==> config.mk <==
export PLATFORM = sky130hd
export DESIGN_NAME = exe_stage
export DESIGN_NICKNAME = d
export VERILOG_FILES = /design/src/rtl/exe_stage.sv
export SDC_FILE = /design/constraint.sdc
export NUM_CORES = 1
export LEC_CHECK = 0
export CAP_MARGIN = 25
export CORE_MARGIN = 3
export CORE_UTILIZATION = 45
export DETAILED_ROUTE_END_ITERATION = 10
export PLACE_DENSITY_LB_ADDON = 0.08
export SYNTH_ARGS = -nofsm -noshare
export SYNTH_HDL_FRONTEND = slang
export SYNTH_SLANG_ARGS = --single-unit
==> constraint.sdc <==
create_clock -name iei_clk -period 6.6 [get_ports iei_clk]
set_input_delay 1.98 -clock iei_clk [delete_from_list [all_inputs] [get_ports iei_clk]]
set_output_delay 1.98 -clock iei_clk [all_outputs]
set_load 0.01 [all_outputs]
==> src/rtl/exe_stage.sv <==
// exe_stage: execute stage of the 16-bit pipeline.
// Single-cycle ALU ops resolve combinationally; MUL/DIV/REM run on an
// iterative shift-add / restoring-divide engine while eeo_stall holds the
// upstream stages and bubbles EXE/MEM.
// Ports:
//   iei_clk, iei_rst (async, active-low), iei_en (0 = flush)
//   eei_alu_opcode, eei_op1, eei_op2     : instruction from ID/EXE
//   eei_wreg_addr, eei_rwe, eei_write_to_mem_data : forwarded fields
//   eeo_result, eeo_wreg_addr, eeo_rwe, eeo_write_to_mem_data : to EXE/MEM
//   eeo_stall : hold PC, IF/ID, ID/EXE and bubble EXE/MEM
//   eeo_busy  : iterative engine not idle
module exe_stage #(
    parameter int unsigned WIDTH = 16,
    parameter int unsigned STEPS = WIDTH
) (
    input  logic             iei_clk,
    input  logic             iei_rst,
    input  logic             iei_en,
    input  logic [7:0]       eei_alu_opcode,
    input  logic [WIDTH-1:0] eei_op1,
    input  logic [WIDTH-1:0] eei_op2,
    input  logic [3:0]       eei_wreg_addr,
    input  logic [1:0]       eei_rwe,
    input  logic [WIDTH-1:0] eei_write_to_mem_data,
    output logic [WIDTH-1:0] eeo_result,
    output logic [3:0]       eeo_wreg_addr,
    output logic [1:0]       eeo_rwe,
    output logic [WIDTH-1:0] eeo_write_to_mem_data,
    output logic             eeo_stall,
    output logic             eeo_busy
);

    localparam int unsigned CW = (STEPS > 1) ? $clog2(STEPS) : 1;
    localparam int unsigned SW = $clog2(WIDTH);

    localparam logic [3:0] REG_INVALID = 4'hF;
    localparam logic [1:0] RWE_IDLE    = 2'b00;

    localparam logic [7:0] OP_ADD  = 8'h01;
    localparam logic [7:0] OP_SUB  = 8'h02;
    localparam logic [7:0] OP_AND  = 8'h03;
    localparam logic [7:0] OP_OR   = 8'h04;
    localparam logic [7:0] OP_XOR  = 8'h05;
    localparam logic [7:0] OP_SLL  = 8'h06;
    localparam logic [7:0] OP_SRL  = 8'h07;
    localparam logic [7:0] OP_SRA  = 8'h08;
    localparam logic [7:0] OP_SLT  = 8'h09;
    localparam logic [7:0] OP_SLTU = 8'h0A;
    localparam logic [7:0] OP_MUL  = 8'h0B;
    localparam logic [7:0] OP_DIV  = 8'h0C;
    localparam logic [7:0] OP_REM  = 8'h0D;

    typedef enum logic [1:0] {
        S_IDLE = 2'd0,
        S_RUN  = 2'd1,
        S_DONE = 2'd2
    } state_t;

    state_t           r_state;
    logic [CW-1:0]    r_cnt;
    logic [7:0]       r_op;
    logic [WIDTH-1:0] r_a;    // multiplicand (shifts left) / dividend->quotient
    logic [WIDTH-1:0] r_b;    // multiplier (shifts right) / divisor
    logic [WIDTH:0]   r_acc;  // product / partial remainder

    logic             w_is_iter;
    logic             w_div0;
    logic             w_start;
    logic [SW-1:0]    w_shamt;
    logic [WIDTH-1:0] w_alu;
    logic [WIDTH-1:0] w_iter_res;
    logic [WIDTH-1:0] w_addend;
    logic [WIDTH:0]   w_mul_acc;
    logic [WIDTH:0]   w_rem_sh;
    logic [WIDTH:0]   w_diff;

    // Divide-by-zero is answered by the single-cycle path, never the engine.
    assign w_is_iter = (eei_alu_opcode == OP_MUL) || (eei_alu_opcode == OP_DIV) ||
                       (eei_alu_opcode == OP_REM);
    assign w_div0    = ((eei_alu_opcode == OP_DIV) || (eei_alu_opcode == OP_REM)) &&
                       (eei_op2 == '0);
    assign w_start   = (r_state == S_IDLE) && iei_en && w_is_iter && !w_div0;
    assign w_shamt   = eei_op2[SW-1:0];

    // One engine step: shift-add for MUL, shift-compare-subtract for DIV/REM.
    assign w_addend  = r_b[0] ? r_a : '0;
    assign w_mul_acc = r_acc + {1'b0, w_addend};
    assign w_rem_sh  = {r_acc[WIDTH-1:0], r_a[WIDTH-1]};
    assign w_diff    = w_rem_sh - {1'b0, r_b};

    // Single-cycle ALU.
    always_comb begin
        w_alu = '0;
        case (eei_alu_opcode)
            OP_ADD:  w_alu = eei_op1 + eei_op2;
            OP_SUB:  w_alu = eei_op1 - eei_op2;
            OP_AND:  w_alu = eei_op1 & eei_op2;
            OP_OR:   w_alu = eei_op1 | eei_op2;
            OP_XOR:  w_alu = eei_op1 ^ eei_op2;
            OP_SLL:  w_alu = eei_op1 << w_shamt;
            OP_SRL:  w_alu = eei_op1 >> w_shamt;
            OP_SRA:  w_alu = WIDTH'($signed(eei_op1) >>> w_shamt);
            OP_SLT:  w_alu = WIDTH'($signed(eei_op1) < $signed(eei_op2));
            OP_SLTU: w_alu = WIDTH'(eei_op1 < eei_op2);
            OP_DIV:  w_alu = w_div0 ? '1 : '0;
            OP_REM:  w_alu = w_div0 ? eei_op1 : '0;
            default: w_alu = '0;
        endcase
    end

    // Final engine result, selected by the latched opcode.
    always_comb begin
        w_iter_res = r_acc[WIDTH-1:0];
        case (r_op)
            OP_DIV:  w_iter_res = r_a;
            default: w_iter_res = r_acc[WIDTH-1:0];
        endcase
    end

    // Engine FSM and datapath.
    always_ff @(posedge iei_clk or negedge iei_rst) begin
        if (!iei_rst) begin
            r_state <= S_IDLE;
            r_cnt   <= '0;
            r_op    <= '0;
            r_a     <= '0;
            r_b     <= '0;
            r_acc   <= '0;
        end else if (!iei_en) begin
            r_state <= S_IDLE;
            r_cnt   <= '0;
        end else begin
            case (r_state)
                S_IDLE: begin
                    if (w_start) begin
                        r_a     <= eei_op1;
                        r_b     <= eei_op2;
                        r_op    <= eei_alu_opcode;
                        r_acc   <= '0;
                        r_cnt   <= '0;
                        r_state <= S_RUN;
                    end
                end
                S_RUN: begin
                    if (r_op == OP_MUL) begin
                        r_acc <= w_mul_acc;
                        r_a   <= r_a << 1;
                        r_b   <= r_b >> 1;
                    end else if (!w_diff[WIDTH]) begin
                        r_acc <= w_diff;
                        r_a   <= {r_a[WIDTH-2:0], 1'b1};
                    end else begin
                        r_acc <= w_rem_sh;
                        r_a   <= {r_a[WIDTH-2:0], 1'b0};
                    end
                    r_cnt <= r_cnt + CW'(1);
                    if (r_cnt == CW'(STEPS - 1)) begin
                        r_state <= S_DONE;
                    end
                end
                S_DONE:  r_state <= S_IDLE;
                default: r_state <= S_IDLE;
            endcase
        end
    end

    // Output steering: reset, then flush, then stall bubble, then normal.
    always_comb begin
        eeo_result            = w_alu;
        eeo_wreg_addr         = eei_wreg_addr;
        eeo_rwe               = eei_rwe;
        eeo_write_to_mem_data = eei_write_to_mem_data;
        eeo_stall             = 1'b0;
        if (!iei_rst) begin
            eeo_result            = '0;
            eeo_wreg_addr         = REG_INVALID;
            eeo_rwe               = RWE_IDLE;
            eeo_write_to_mem_data = '0;
        end else if (!iei_en) begin
            eeo_result    = '0;
            eeo_wreg_addr = REG_INVALID;
            eeo_rwe       = RWE_IDLE;
        end else if (w_start || (r_state == S_RUN)) begin
            eeo_stall     = 1'b1;
            eeo_result    = '0;
            eeo_wreg_addr = REG_INVALID;
            eeo_rwe       = RWE_IDLE;
        end else if (r_state == S_DONE) begin
            eeo_result = w_iter_res;
        end
    end

    assign eeo_busy = (r_state != S_IDLE);

endmodule

## After elaboration in Yosys (flattened, before gate mapping)

Cells that the tools add are included.

- Input port bits: 65
- Word-level logic and storage cells: 97
- Output and inout bits: 40
- Register bits after elaboration: 63

- Shift-type cells: 3
- Equality and inequality tests: 23
- Add/sub/neg operators: 5
- Bitwise operators: 3
- Order comparisons: 2
- Reduce and logical (&&, ||, !) cells: 18
- Mux-type cells: 37

Operators with widths:

| kind | number |
|---|---|
| $mux W16 | 12 |
| $pmux W16 S12 | 1 |
| $eq A8 B4 Y1 const B | 8 |
| $pmux W16 S2 | 2 |
| $mux W17 | 3 |
| $pmux W17 S2 | 1 |
| $eq A8 B3 Y1 const B | 4 |
| $lt A16 B16 Y1 | 2 |
| $mux W4 | 5 |
| $add A17 B16 Y17 | 1 |
| $sub A17 B16 Y17 | 1 |
| $add A16 B16 Y16 | 1 |
| $and A16 B16 Y16 | 1 |
| $eq A8 B2 Y1 const B | 2 |
| $logic_not A16 Y1 | 1 |
| $or A16 B16 Y16 | 1 |
| $shl A16 B4 Y16 | 1 |
| $shr A16 B4 Y16 | 1 |
| $sshr A16 B4 Y16 | 1 |
| $sub A16 B16 Y16 | 1 |
| $xor A16 B16 Y16 | 1 |
| $mux W2 | 6 |
| $eq A8 B1 Y1 const B | 1 |
| $pmux W4 S2 | 1 |
| other kinds (17) | 32 |

## Logic depth before layout (Yosys ltp)

Gate-level depths: netlist (run 1).

- Word-level depth: 9
- Depth in mapped cells: 13
- Gate-level depth less buffers: 12

## Least setup slack after synthesis (run 1)

Ideal clock, no wire load.

- Kind: input-to-output
- Start: in eei_op2[1]
- End: out eeo_result[15]
- Path slack: -150 ps
- Stages: 12
- Arrival time: 4770 ps
- Path through: inv_1 > clkbuf_1 > buf_1 > ha_1 > a211oi_1 > o21a_1 > o31ai_1 > a21o_1 > a211oi_1 > xnor2_1 > a221oi_1 > a211oi_1

- Longest elaborated chain between the ends: 8

Ends and longest elaborated chain:

| what | RTL line | text |
|---|---|---|
| from (decl) | 21 | `input logic [WIDTH-1:0] eei_op2,` |
| branches (longest 5 deep; another with $sub A16 B16 Y16) | n/a |  |
| $mux W16 * | 183 | `end else if (w_start \|\| (r_state == S_RUN)) begin` |
| $mux W16 * | 179 | `end else if (!iei_en) begin` |
| $mux W16 * | 174 | `if (!iei_rst) begin` |
| to (decl) | 25 | `output logic [WIDTH-1:0] eeo_result,` |

Mark *: on every way between the ends.

## Worst setup path in the final report (run 1)

- Start: in eei_op1[0]
- End: out eeo_result[12]

- Longest elaborated chain between the ends: 6

Ends and longest elaborated chain:

| what | RTL line | text |
|---|---|---|
| from (decl) | 20 | `input logic [WIDTH-1:0] eei_op1,` |
| $sub A16 B16 Y16 (tied with other cells) | 96 | `OP_SUB: w_alu = eei_op1 - eei_op2;` |
| $pmux W16 S12 * | 94 | `case (eei_alu_opcode)` |
| $mux W16 * | 188 | `end else if (r_state == S_DONE) begin` |
| $mux W16 * | 183 |  |
| $mux W16 * | 179 |  |
| $mux W16 * | 174 |  |

Every way passes the cells marked *; elsewhere a longest branch is shown, timed or not.

==> results.py, run 1 <==
metrics = {
    "run_status": {
        "status": "finished, violations left",
        "violations": "setup timing",
    },
    "clock_network": {
        "cts_buffer_depth": 2,
        "worstSkewPairLatency_ns": 0.35,
        "cts_sinks": 62,
        "cts_tree": "yes",
        "cts_inserted_buffers": 9,
        "cts.clk_slew.worst_paths_ns": 0.06,
        "root_buffer": "clkbuf_16",
        "hold_buffers": 0,
        "htree_levels": 3,
    },
    "yosys": {
        "postSynthAreaPerCell_um2": 7.43,
        "netlist_instances": 1189,
        "ys_warn_count": 0,
        "async_flop_share_pct": 100,
        "synth_seq_cells": 62,
        "ys_types": 74,
        "synth_ff_type": "dfrtp_1",
        "synth_edf_count": 0,
        "netlist_area_mm2": 0.00884,
        "ys_seq_area_share_pct": 17.6,
        "synth.net_count": 1345,
    },
    "floorplanning": {
        "die_h_um": 146,
        "start_util_pct": 46.5,
        "rows": 50,
        "die_w_um": 146,
        "die-area_mm2": 0.0214,
        "coreArea_mm2": 0.0190,
        "num_io_pins": 105,
    },
    "setup_path": {
        "crit_fanout": 3,
        "cp-end-kind": "output pin",
        "path_class": "in -> out",
        "cp_cell_sequence": "buf_8 -> inv_4 -> ha_4 -> inv_2 -> fa_2 -> nor2b_4 -> o21a_4 -> nor3_4 -> o41a_1 -> nor3_2 -> or4_4 -> a22o_1 -> a31oi_2 -> buf_2",
        "arrival_ns": 4.63,
        "slowest_stage": "or4_4",
        "slowest_delay_ns": 0.50,
        "required_ns": 4.62,
        "start_kind": "input pin",
    },
    "run": {
        "cap_violations": 0,
    },
    "layout": {
        "final_nets": 1675,
        "multi_input_area_mm2": 0.00758,
        "final_common_cell": "buf_4",
        "antennaDiodeCount": 0,
        "fin_util_pct": 69.4,
        "seqCellArea_mm2": 0.00155,
        "syn_to_final_growth_pct": 49.3,
        "fillerInstances": 1653,
        "final_cell_mix": "buf_4, nand2_1, nor2_1",
        "drive_gt1_share_pct": 31.0,
    },
    "route": {
        "drt-met1-wl_um": 16400,
        "top_layer_used": "met4",
        "first_pass_iters": 6,
        "wl_per_cell_um": 21.9,
        "ant_nets": 0,
        "via_per_inst": 6.08,
        "dr.first_iter.drc_count": 1094,
        "met2_length_um": 17200,
        "drt_wl_total_um": 39100,
        "drc": 0,
        "via_count": 10844,
        "wl_met3_um": 4270,
    },
    "global_routing": {
        "grt_usage_pct": 34.9,
        "grt-ovfl-total": 0,
        "grt_pass1_wl_um": 58500,
        "grt_max_degree": 56,
        "grt_pass1_vias": 10169,
        "antenna_found_initial": 0,
    },
    "timing": {
        "fin_worst_hold_slack_ns": 0.490,
        "rsz0062_at_grt": "yes",
        "finalSetupViolCount": 1,
        "drv_slew": 0,
        "relSlewSlack_pct": 47.5,
        "setup_ws_ns": -0.00761,
        "clock_skew_ns": 0.0129,
        "min_period_ns": 6.61,
        "fin_crit_sh_pct": 100,
        "hold_viol": 0,
        "fmax_mhz": 151,
        "worst_pin_slew_ns": 0.782,
    },
    "power": {
        "powerDensity_mw_per_mm2": 171,
        "leakagePower_nw": 6.28,
        "finalPower_mw": 2.26,
        "ir_drop_mv": 0.118,
    },
    "min_path": {
        "hp-class": "reg -> reg",
    },
    "place": {
        "io_buffers": 104,
        "preCtsSetupSlack_ns": -1.21,
        "place_congestion": 1.05,
        "dp.final_hpwl_um": 30600,
    },
}
layout make-up:
| cell class | count | share of cell area (%) |
|---|---|---|
| inverters | 74 | 2.13 |
| repair buffers | 387 | 24.0 |
| well taps | 260 | 2.46 |
| clock buffers | 11 | 1.84 |
| clock inverters | 5 | 0.445 |
| multi-input cells | 985 | 57.4 |
| flip-flops and latches | 62 | 11.8 |
worst max-delay path, delay by kind of cell:
kind / cells / cell delay, ns
AOI/OAI and AO/OA: 4 / 0.82
buffers and inverters: 4 / 0.36
adders and majority gates: 2 / 0.51
and+or+nand+nor: 4 / 0.95
path summary, 6_finish.rpt:
check / to / startpoint / cells past startpoint / slack (ns)
min: r_op[5] / r_op[5] / 1 / 0.49
max in group asynchronous: r_acc[2] / iei_rst / 3 / 4.00
max: eeo_result[12] / eei_op1[0] / 14 / -0.008
max reg2reg: r_acc[4] / r_b[0] / 12 / 2.87
min reg2reg: r_op[5] / r_op[5] / 1 / 0.49
min in group asynchronous: r_a[15] / iei_rst / 2 / 1.82
report_power, final:
| part | internal [mW] | switching (mW) | leakage, nW |
|---|---|---|---|
| combinational | 0.564 | 0.634 | 5.35 |
| sequential | 0.450 | 0.115 | 0.789 |
| clock | 0.303 | 0.194 | 0.142 |
sequential cells by signal (all words and copies together) (netlist names):
signal	count
r_op	8
r_b	16
r_acc	16
r_a	16
r_cnt	4
r_state	2
synth_stat cells, types with 14 or more instances:
cell	count	area share, %
a211oi_1	19	1.6
nand2_1	120	5.1
mux2i_1	60	6.8
o211ai_1	17	1.4
ha_1	87	12
o21ai_0	80	4.5
inv_1	72	3.1
a31oi_1	31	2.2
nand4_1	15	1.1
clkbuf_1	55	2.3
nor2_1	109	4.6
and2_1	44	3.1
nand2b_1	20	1.4
a22oi_1	15	1.3
a21oi_1	98	5.5
dfrtp_1	62	18
xnor2_1	19	1.9
o22ai_1	19	1.3
nor3_1	27	1.5
nand3_1	14	0.79
a21o_1	14	1.2
metal layers:
layer | up-vias | GRT usage [%]
met5 | - | 0
met4 | 0 | 10.7
met3 | 93 | 7.39
met2 | 608 | 53.4
met1 | 5154 | 49.3
li1 | 4989 | -
metrics by stage:
| step | area [um^2] | TNS (ns) | cells |
|---|---|---|---|
| finish | 13200 | -0.00761 | 1784 |
| global route | 13200 | -0.338 | 1784 |
| CTS | 12800 | 0 | 1768 |
| detailed placement | 11900 | -12.53 | 1748 |
| global placement | 11900 | -12.07 | 1748 |
| floorplan | 8840 | 0 | 1189 |
logic make-up after synthesis:
logic type,synth area share (%)
fa+ha+maj,13.2
xor+xnor,3.17
flops,17.6
simple gates,22.0
buf+inv,6.26
mux,10.2
compound gates,27.6
what timing repair did:
action | 4_1_cts | 5_1_grt
buffers inserted | 4 | 16
pin swaps | 34 | 31
gates resized for setup | 207 | 88
endpoints found under the setup margin | 20 | 20
Power figures use the tool's default switching activity.
==> run 2, diff against run 1 <==
- CORE_UTILIZATION: 45 -> 53
==> run 2 against run 1 <==
  * The flow still finishes with violations (setup timing)
  * Clock power increased by 8.5%
  * Register-to-register slack improved by 0.07 ns
  * Core utilization increased by 12 points
  * First-iteration DRC count increased by 49%
  * Global-route usage increased by 5.3 points
  * Clock skew decreased by 0.0023 ns
  * Wire length decreased by 2.5%
  * Cell count decreased by 3.1%
  * Maximum frequency decreased by 1.2%
  * Combinational power about the same
  * Critical path type unchanged
  * Highest routed layer is now met5
==> results.py, run 2 (synthesis results as in run 1) <==
metrics = {
    "run": {
        "cap_violations": 0,
    },
    "layout": {
        "reg.largest.list": "r_a x16, r_acc x16, r_b x16",
        "drive_gt1_share_pct": 30.4,
        "syn_to_final_growth_pct": 47.6,
        "final_common_cell": "buf_4",
        "fillerInstances": 1097,
        "final_cell_mix": "buf_4, nand2_1, nor2_1",
        "final_nets": 1664,
        "antennaDiodeCount": 0,
        "fin_area_mm2": 0.0130,
    },
    "timing": {
        "setup_ws_ns": -0.0869,
        "rsz0062_at_grt": "yes",
        "worst_pin_slew_ns": 0.905,
        "fin_crit_sh_pct": 101,
        "min_period_ns": 6.69,
        "finalSetupViolCount": 1,
        "fmax_mhz": 150,
        "relSlewSlack_pct": 39.7,
        "hold_viol": 0,
        "drv_slew": 0,
        "clock_skew_ns": 0.0106,
    },
    "route": {
        "first_pass_iters": 6,
        "via_count": 11129,
        "wl_met3_um": 5230,
        "drt_wl_total_um": 38100,
        "dr.first_iter.drc_count": 1629,
        "met2_length_um": 16200,
        "drc": 0,
        "ant_nets": 0,
        "drt-met1-wl_um": 14900,
        "via_per_inst": 6.44,
        "top_layer_used": "met5",
        "wl_per_cell_um": 22.1,
    },
    "place": {
        "place_congestion": 1.05,
        "io_buffers": 104,
        "preCtsSetupSlack_ns": -1.01,
        "placed_area_mm2": 0.0118,
        "dp.final_hpwl_um": 28500,
    },
    "floorplanning": {
        "start_util_pct": 54.9,
        "rows": 46,
        "num_io_pins": 105,
        "die_w_um": 135,
        "coreArea_mm2": 0.0161,
        "die_h_um": 135,
        "die-area_mm2": 0.0183,
    },
    "clock_network": {
        "cts_buffer_depth": 2,
        "cts_tree": "yes",
        "worstSkewPairLatency_ns": 0.34,
        "root_buffer": "clkbuf_16",
        "cts.clk_slew.worst_paths_ns": 0.05,
        "cts_inserted_buffers": 9,
        "htree_levels": 3,
        "cts_sinks": 62,
    },
    "min_path": {
        "holdCritStartpoint": "r_op[5]",
        "holdPathEnd": "r_op[5]",
        "min_path_cells": 1,
        "hp-class": "reg -> reg",
    },
    "global_routing": {
        "grt-ovfl-total": 0,
        "grt_pass1_vias": 10374,
        "grt_pass1_wl_um": 57100,
        "antenna_found_initial": 1,
        "grt_usage_pct": 40.2,
        "grt_max_degree": 80,
    },
    "setup_path": {
        "crit_fanout": 5,
        "path_class": "in -> out",
        "cp_cell_sequence": "clkdlybuf4s15_2 -> or4_4 -> buf_6 -> or3_4 -> or2_4 -> or4_4 -> a22o_1 -> a31oi_2 -> buf_2",
        "crit_path_frequent_cell": "or4_4",
        "arrival_ns": 4.71,
        "r2r_start": "r_b[0]",
        "start_kind": "input pin",
        "reg2reg_depth": 12,
        "slowest_delay_ns": 0.59,
        "reg2reg_to": "r_acc[4]",
        "slowest_stage": "or4_4",
        "cp-end-kind": "output pin",
        "r2r_slack_ns": 2.94,
        "required_ns": 4.62,
    },
    "run_status": {
        "status": "finished, violations left",
        "violations": "setup timing",
    },
    "power": {
        "leakagePower_nw": 6.23,
        "powerDensity_mw_per_mm2": 175,
        "ir_drop_mv": 0.145,
    },
}
## run 2: layout make-up
class | instances | area, um^2 | share of cell area [%]
Clock buffer | 11 | 253 | 1.94
Clock inverter | 5 | 81.3 | 0.623
Inverter | 74 | 282 | 2.16
Multi-Input combinational cell | 985 | 7470 | 57.2
Sequential cell | 62 | 1550 | 11.9
Tap cell | 216 | 270 | 2.07
Timing Repair Buffer | 376 | 3140 | 24.1
## run 2: through the flow
step | utilization [%] | instances | TNS [ns] | hold WS, ns | power [mW]
finish | 81.0 | 1729 | -0.0869 | 0.489 | 2.28
global route | 81.0 | 1729 | -0.474 | 0.501 | 2.40
CTS | 78.6 | 1720 | -0.0534 | 0.490 | 2.21
detailed placement | 73.2 | 1692 | -12.19 | 0.472 | 1.63
global placement | 73.1 | 1691 | -11.76 | 0.470 | 1.60
floorplan | - | 1189 | 0 | 0.454 | 1.22
## run 2: what timing repair did
action                     CTS  global route
gates cloned                 0             1
pin swaps                   33            41
setup buffers               12             9
setup endpoints to repair   18            18
gates resized for setup    199            89
hold buffers                 0             0
## run 2: worst max path at each step
stage / from / end / slack, ns / cells past startpoint
after floorplan: eei_op2[1] / eeo_result[12] / 0.003 / 12
after global routing: eei_op2[0] / eeo_result[12] / -0.15 / 15
after detailed placement: eei_op1[0] / eeo_result[0] / -1.01 / 16
after global placement: eei_op1[0] / eeo_result[14] / -0.98 / 13
after CTS: eei_op1[8] / eeo_result[13] / -0.03 / 14
final: eei_alu_opcode[4] / eeo_result[12] / -0.09 / 9
## run 2: per-layer routing
| metal | up-vias | GRT usage [%] |
|---|---|---|
| met5 | - | 0 |
| met4 | 2 | 14.9 |
| met3 | 151 | 10.1 |
| met2 | 814 | 60.8 |
| met1 | 5180 | 55.6 |
| li1 | 4982 | - |
## run 2: power by group
group / internal, mW / switching, mW / leakage, nW
logic: 0.553 / 0.630 / 5.28
registers: 0.450 / 0.112 / 0.789
clock network: 0.351 / 0.188 / 0.162
## run 2: critical path, delay by kind of cell
kind / cells / cell delay, ns
buffers and inverters: 3 / 0.52
AO/OA/AOI/OAI: 2 / 0.44
AND/OR/NAND/NOR: 4 / 1.75
==> run 3, diff against run 2 <==
- MAX_ROUTING_LAYER: unset -> met4
==> run 3 against run 2 <==
  * The flow still finishes with violations (setup timing)
  * Clock skew is 0.0047 ns lower
  * Wire length up 3.3%
  * Core utilization is essentially flat
  * Power is 0.22% lower
  * Count of clock-buffer cells in the layout did not move
  * Design area hardly changed
  * Setup slack worse by 0.025 ns
  * Critical path type unchanged
  * Largest cell class unchanged
  * Largest power group unchanged
  * Highest routed layer is now met4
==> results.py, run 3 (synthesis results as in run 1) <==
metrics = {
    "run_status": {
        "status": "finished, violations left",
        "violations": "setup timing",
    },
    "floorplanning": {
        "rows": 46,
        "die_w_um": 135,
        "coreArea_mm2": 0.0161,
        "die_h_um": 135,
        "num_io_pins": 105,
        "die-area_mm2": 0.0183,
        "start_util_pct": 54.9,
    },
    "global_routing": {
        "grt_pass1_wl_um": 58000,
        "grt_usage_pct": 42.0,
        "grt_max_degree": 54,
        "grt_pass1_vias": 10465,
        "antenna_found_initial": 2,
        "grt-ovfl-total": 0,
    },
    "power": {
        "ir_drop_mv": 0.194,
        "p_seq_share_pct": 24.5,
        "finalPower_mw": 2.28,
        "powerDensity_mw_per_mm2": 175,
        "p_clk_share_pct": 21.8,
        "p_comb_share_pct": 53.7,
        "p_sw_share_pct": 41.7,
        "internal_power_mw": 1.33,
        "leakagePower_nw": 6.28,
        "p_sw_mw": 0.951,
    },
    "layout": {
        "fin_cells": 1732,
        "drive_gt1_share_pct": 30.6,
        "final_nets": 1665,
        "reg.largest.list": "r_a x16, r_acc x16, r_b x16",
        "syn_to_final_growth_pct": 47.7,
        "fin_area_mm2": 0.0131,
        "fin_util_pct": 81.0,
        "final_cell_mix": "buf_4, nand2_1, nor2_1",
        "final_common_cell": "buf_4",
    },
    "timing": {
        "min_period_ns": 6.71,
        "fmax_mhz": 149,
        "fin_crit_sh_pct": 102,
        "timing.setup.tns_ns": -0.204,
        "fin_worst_hold_slack_ns": 0.495,
        "setup_ws_ns": -0.112,
        "finalSetupViolCount": 6,
        "worst_pin_slew_ns": 0.856,
        "hold_viol": 0,
        "clock_skew_ns": 0.00589,
        "relSlewSlack_pct": 42.9,
        "rsz0062_at_grt": "yes",
        "drv_slew": 0,
    },
    "min_path": {
        "holdPathEnd": "r_op[4]",
        "min_path_cells": 1,
        "hp-class": "reg -> reg",
        "holdCritStartpoint": "r_op[4]",
    },
    "clock_network": {
        "root_buffer": "clkbuf_16",
        "cts_inserted_buffers": 9,
        "cts.clk_slew.worst_paths_ns": 0.06,
        "htree_levels": 3,
        "hold_buffers": 0,
        "worstSkewPairLatency_ns": 0.33,
        "cts_buffer_depth": 2,
        "cts_sinks": 62,
        "cts_tree": "yes",
    },
    "route": {
        "ant_nets": 0,
        "dr.first_iter.drc_count": 1811,
        "via_count": 11279,
        "first_pass_iters": 6,
        "wl_per_cell_um": 22.8,
        "drc": 0,
        "via_per_inst": 6.51,
        "drt_wl_total_um": 39400,
    },
    "setup_path": {
        "required_ns": 4.62,
        "crit_path_frequent_cell": "or4_4",
        "path_class": "in -> out",
        "slowest_stage": "or4_4",
        "r2r_start": "r_b[0]",
        "r2r_slack_ns": 2.65,
        "reg2reg_to": "r_acc[4]",
        "cp_cell_sequence": "dlygate4sd2_1 -> or4_4 -> buf_6 -> or3_4 -> or2_4 -> or4_4 -> a22o_1 -> a31oi_2 -> buf_2",
        "cp-end-kind": "output pin",
        "start_kind": "input pin",
        "crit_fanout": 7,
        "slowest_delay_ns": 0.53,
        "reg2reg_depth": 12,
        "arrival_ns": 4.73,
    },
    "place": {
        "placed_area_mm2": 0.0119,
        "preCtsSetupSlack_ns": -0.979,
        "dp.final_hpwl_um": 29500,
        "io_buffers": 104,
        "dp.cells": 1700,
        "place_congestion": 1.12,
    },
    "run": {
        "cap_violations": 0,
    },
}
==> run 3: changes by cell type in the layout (fill, tap and decap cells not counted), sizes merged <==
cell and delta:
clkbuf +2, diode +2, clkinv -1, clkinvlp +2, bufinv -1, clkdlybuf4s15 -2
buf +2, dlymetal6s2s +3, dlygate4sd2 -6, clkdlybuf4s50 +2
==> run 3: worst max-delay path by stage <==
stage / from / to / cells past startpoint
floorplan: eei_op2[1] / eeo_result[12] / 12
global placement: eei_op1[0] / eeo_result[1] / 13
detailed placement: eei_op1[0] / eeo_result[12] / 12
CTS: eei_op2[7] / eeo_result[12] / 11
global route: eei_alu_opcode[3] / eeo_result[12] / 12
finish: eei_alu_opcode[5] / eeo_result[12] / 9
==> run 3: per-layer routing <==
layer,routed length [um],vias to the layer above,track usage (%)
li1,-,4977,-
met1,15500,5236,56.3
met2,16600,898,60.8
met3,5450,168,12.0
met4,1820,0,14.9
met5,0,-,-
==> run 3: power groups by stage <==
| stage | registers, mW | clock network (mW) | logic (mW) |
|---|---|---|---|
| floorplan | 0.514 | 0 | 0.707 |
| global placement | 0.550 | 0 | 1.06 |
| detailed placement | 0.556 | 0 | 1.09 |
| CTS | 0.552 | 0.494 | 1.15 |
| global route | 0.565 | 0.510 | 1.31 |
| finish | 0.558 | 0.498 | 1.22 |
==> run 3: critical path: cells and delay by family <==
kind / cells / cell delay, ns
buf+inv: 3 / 0.56
compound gates: 2 / 0.46
simple gates: 4 / 1.74
==> run 3: layout make-up <==
cell class,count,area (um^2)
Tap cell,216,270
Fill cell,1097,3060
Inverter,74,279
Multi-Input combinational cell,985,7490
Clock buffer,11,253
Antenna cell,2,5.00
Sequential cell,62,1550
Timing Repair Buffer,377,3150
Clock inverter,5,57.6
==> run 3: repair_timing <==
item / 4_1_cts / 5_1_grt
cloned: 0 / 2
endpoints found under the setup margin: 18 / 22
endpoints found under the hold margin: 0 / 0
gates resized for setup: 189 / 92
setup buffers: 6 / 6
pin swaps: 43 / 35
